<file path="src/rtl/sha_digest_stream_out.sv">
// rtl/sha_digest_stream_out.sv - multi-digest FIFO and word serialiser for the SHA core output
// Optional SHA_OUT_BYTESWAP_EN byte-reverses each output word for little-endian hosts.
module sha_digest_stream_out #(
  parameter int DIGEST_W  = 256,
  parameter int WORD_W    = 32,
  parameter int OUT_WORDS = DIGEST_W / WORD_W,
  parameter int DEPTH     = 2
) (
  input  logic                       clk,
  input  logic                       rst,
  input  logic                       compression_valid,
  input  logic [DIGEST_W-1:0]        state_in,
  output logic                       ready_for_next,
  output logic [WORD_W-1:0]          out_data,
  output logic                       out_valid,
  input  logic                       out_ready,
  output logic                       out_last,
  output logic                       done,
  output logic                       overflow,
  output logic [$clog2(DEPTH):0]     digest_count
);

  localparam int PTR_W = (DEPTH > 1) ? $clog2(DEPTH) : 1;
  localparam int CNT_W = $clog2(DEPTH) + 1;
  localparam int IDX_W = (OUT_WORDS > 1) ? $clog2(OUT_WORDS) : 1;

  typedef enum logic {IDLE, SEND} state_t;

  state_t              state, state_next;
  logic [DIGEST_W-1:0] mem [DEPTH];
  logic [PTR_W-1:0]    wr_ptr, rd_ptr;
  logic [CNT_W-1:0]    count, count_next;
  logic [IDX_W-1:0]    w;
  logic [DIGEST_W-1:0] head;
  logic [WORD_W-1:0]   word, word_out;
  logic                push, pop, xfer;

  function automatic logic [PTR_W-1:0] next_ptr(input logic [PTR_W-1:0] p);
    return (p == PTR_W'(DEPTH - 1)) ? '0 : p + PTR_W'(1);
  endfunction

  assign ready_for_next = (count < CNT_W'(DEPTH));
  assign digest_count   = count;
  assign push           = compression_valid && ready_for_next;
  assign xfer           = out_valid && out_ready;
  assign pop            = xfer && out_last;
  assign head           = mem[rd_ptr];

  always_comb begin
    count_next = count;
    if (push && !pop)
      count_next = count + CNT_W'(1);
    else if (!push && pop)
      count_next = count - CNT_W'(1);
  end

  // State follows the post-edge count so word 0 appears the cycle after the push.
  always_comb begin
    state_next = state;
    out_valid  = 1'b0;
    case (state)
      IDLE: if (count_next != '0) state_next = SEND;
      SEND: begin
        out_valid = 1'b1;
        if (count_next == '0) state_next = IDLE;
      end
      default: state_next = IDLE;
    endcase
  end

  always_comb begin
    word = '0;
    for (int i = 0; i < OUT_WORDS; i++)
      if (w == IDX_W'(i)) word = head[DIGEST_W-1-i*WORD_W -: WORD_W];
  end

`ifdef SHA_OUT_BYTESWAP_EN
  always_comb begin
    word_out = '0;
    for (int b = 0; b < WORD_W / 8; b++)
      word_out[b*8 +: 8] = word[WORD_W-8-b*8 +: 8];
  end
`else
  assign word_out = word;
`endif

  assign out_data = out_valid ? word_out : '0;
  assign out_last = out_valid && (w == IDX_W'(OUT_WORDS - 1));

  always_ff @(posedge clk or posedge rst) begin
    if (rst) begin
      state    <= IDLE;
      wr_ptr   <= '0;
      rd_ptr   <= '0;
      count    <= '0;
      w        <= '0;
      done     <= 1'b0;
      overflow <= 1'b0;
    end else begin
      state <= state_next;
      count <= count_next;
      done  <= pop;
      if (push) wr_ptr <= next_ptr(wr_ptr);
      if (compression_valid && !ready_for_next) overflow <= 1'b1;
      if (xfer) begin
        if (out_last) begin
          w      <= '0;
          rd_ptr <= next_ptr(rd_ptr);
        end else begin
          w <= w + IDX_W'(1);
        end
      end
    end
  end

  // Digest storage carries no reset; validity is tracked by count alone.
  always_ff @(posedge clk) begin
    if (push) mem[wr_ptr] <= state_in;
  end

endmodule

</file>
<file path="config.mk">
export PLATFORM = sky130hd
export DESIGN_NAME = sha_digest_stream_out
export DESIGN_NICKNAME = d
export VERILOG_FILES = /design/src/rtl/sha_digest_stream_out.sv
export SDC_FILE = /design/constraint.sdc
export NUM_CORES = 1
export LEC_CHECK = 0
export BUFFER_PORTS_ARGS = -buffer_cell sky130_fd_sc_hd__buf_2
export CAP_MARGIN = 15
export CELL_PAD_IN_SITES_DETAIL_PLACEMENT = 1
export CELL_PAD_IN_SITES_GLOBAL_PLACEMENT = 1
export CORE_ASPECT_RATIO = 1.4
export CORE_MARGIN = 2
export CORE_UTILIZATION = 48
export CTS_BUF_LIST = sky130_fd_sc_hd__clkbuf_16
export DETAILED_ROUTE_END_ITERATION = 8
export PLACE_DENSITY = 0.78
export SYNTH_ARGS = -nofsm -noshare
export SYNTH_HDL_FRONTEND = slang
export SYNTH_SLANG_ARGS = --single-unit
</file>
<file path="constraint.sdc">
create_clock -name clk -period 16.2 [get_ports clk]
set_clock_uncertainty 0.05 [all_clocks]
set_input_delay 1.62 -clock clk [delete_from_list [all_inputs] [get_ports clk]]
set_output_delay 1.62 -clock clk [all_outputs]
set_load 0.05 [all_outputs]
</file>
==> run summary <==
Cts bufs inserted: 50
CTS clk-pin slew, worst paths: 60 ps
R2R Path End: mem[1][41]
Most used cell, CP: buf_4
Antenna-violating nets left: 0
Share of layout cells above drive strength 1: 0.266
Synth Instances: 1224
Hold Path Depth: 1
Resized Gates After CTS: 0
EDFF count, synth: 512
Leakage: 9.14 nW
First-pass GRT wire length: 82300 um
Power, Total: 0.00435 W
GPL Wtd Cong: 0.788
Critical path launch point type: register
Crit path DAT: 4620 ps
Count of final setup violators: 0
Initial antenna violation count: 16
CP required: 14530 ps
Setup Fix Bufs, Post-CTS: 0
Register area share after synthesis: 0.750
Worst skew pair latency: 580 ps
Area delta synth->final: 17.5%
Critical-path cell list: buf_4 -> buf_4 -> mux2i_1 -> o22ai_1 -> a211oi_1 -> o21ai_1 -> buf_2
Capture point of the worst path: out_data[16]
Share of the synthesized area in the top cell type: 0.738
CP endpoint kind: output port
Die area: 45100 um^2
# DRC: 0
CTS Hold Bufs: 0
Maximum capacitance violations: 0
Setup TNS Final: 0 ps
Drt via density: 5.77
Worst-path fanout max: 61
Ys async rst share: 0.0192
Power Density: 178 nW/um^2
Largest net degree at the start of global routing: 79
Remaining global-route overflow: 0
Post-synth top cells: edfxtp_1, mux2i_1, a21oi_1
Die Height: 250 um
Worst-margin pin slew: 1150 ps
Reg2Reg Depth: 4
Tmin final: 6290 ps
Drt first pass iters: 5
Worst path max stage delay: 900 ps
Starting Density: 0.484
Detailed Place HPWL: 34500 um
Post-synth cell types: 38
Top Ports: 299
Final WL: 55900 um
Vias in the first global route: 13500
CTS tree: yes
Worst hold path class: reg2reg
I/O Buffers: 298
Synthesized area: 20800 um^2
Yosys top cell by area: edfxtp_1
GRT Util Overall: 0.243
Syn Nets: 1490
Crit Path Class: reg2out
Clock sink count: 522
Worst setup margin: 9910 ps
Slew headroom: 0.232
Count leader, synth: edfxtp_1
Final Slew Violations: 0
CTS H-Tree Depth: 2
Worst r2r src: digest_count[1]
Initial DRC Count: 846
Worst reg2reg setup slack: 12600 ps
RSZ-0062 raised after global routing: no
Yosys reg bits: 522
Root Buffer: clkbuf_16
Cell row count: 90
Status: finished clean
Post-synthesis average cell area: 17.0 um^2
Ys Warns: 0
Worst slack at placement: 10600 ps
Fmax: 159 MHz
Core Area: 43000 um^2
Most frequently used flop master after synthesis: edfxtp_1
Final cycle utilization of the critical path: 0.388
Fin. Hold Viols: 0
Die Wd: 180 um
Crit path launch: rd_ptr
VDD IR max: 0.158 mV
Final net count: 1774
Critical-path top delay cell: buf_4
DR vias: 12200
Synth top area cells: edfxtp_1, mux2i_1, o22ai_1
Avg WL per Cell: 26.5 um
Clk buf depth: 3
-- stage by stage --
stage	util	instances	hold WS [ps]	instance area, um^2
3_5_place_dp	0.527	2006	459	22700
2_1_floorplan	-	1224	411	20800
6_report	0.569	2112	451	24500
5_1_grt	0.569	2108	467	24500
4_1_cts	0.567	2098	473	24400
3_3_place_gp	0.527	2006	387	22700
-- how the worst min path moves through the flow --
stage | slack [ps] | startpoint | endpoint
floorplan | 410 | wr_ptr | wr_ptr
global placement | 390 | overflow | overflow
detailed placement | 460 | overflow | overflow
CTS | 470 | overflow | overflow
global route | 470 | overflow | overflow
finish | 450 | overflow | overflow
-- final cells by class --
type	instances	area, um^2
Clock buffer	51	1280
Fill cell	4051	18500
Clock inverter	41	458
Multi-Input combinational cell	614	4730
Antenna cell	12	30.0
Sequential cell	522	15600
Timing Repair Buffer	312	1630
Tap cell	552	691
Inverter	8	30.0
-- layer usage --
layer / track usage / up-vias / routed length, um
met5: 0 / - / 47
met4: 0.0917 / 8 / 1740
met3: 0.0487 / 112 / 3430
met2: 0.447 / 438 / 30100
met1: 0.278 / 6216 / 20600
li1: - / 5416 / -
-- flip-flops by register name, summed over array words and instances, names as in the netlist --
name,count
mem,512
done,1
state,1
overflow,1
wr_ptr,1
w,3
rd_ptr,1
digest_count,2
-- power by group --
group          internal (W)  total, W  switching, W
clock              0.000732   0.00124      0.000507
combinational      0.000469   0.00152       0.00106
sequential          0.00154   0.00159     0.0000440
-- cell usage in the layout, fill, tap and decap left out, drive strengths merged, types with 2 or more instances in the layout --
| cell | n |
|---|---|
| buf | 312 |
| clkinv | 18 |
| o22ai | 64 |
| xnor2 | 4 |
| a211oi | 32 |
| inv | 19 |
| a31oi | 32 |
| a21o | 34 |
| a21oi | 65 |
| edfxtp | 512 |
| clkinvlp | 2 |
| mux2i | 224 |
| diode | 12 |
| nor2 | 34 |
| ha | 6 |
| dfrtp | 10 |
| o21ai | 33 |
| clkbuf | 51 |
| or3b | 2 |
| mux2 | 33 |
| and2 | 3 |
| nand2 | 38 |
| bufinv | 10 |
-- critical path: cells and delay by family (launching register included) --
kind,cells,cell delay (ps)
flip-flops,1,840
multiplexers,1,300
buffers and inverters,3,1990
AO/OA/AOI/OAI,3,740
-- cell families (layout without fill, tap and decap cells) --
| kind of cell | after synthesis | in the layout | share of synthesized area |
|---|---|---|---|
| flops | 522 | 522 | 0.750 |
| compound gates | 263 | 263 | 0.0776 |
| mux | 257 | 257 | 0.125 |
| buf+inv | 88 | 412 | 0.0246 |
| simple gates | 83 | 83 | 0.0165 |
| fa+ha+maj | 6 | 6 | 0.00360 |
| xor+xnor | 5 | 5 | 0.00210 |
| other cells | 0 | 12 | 0 |
Power figures use the tool's default switching activity.
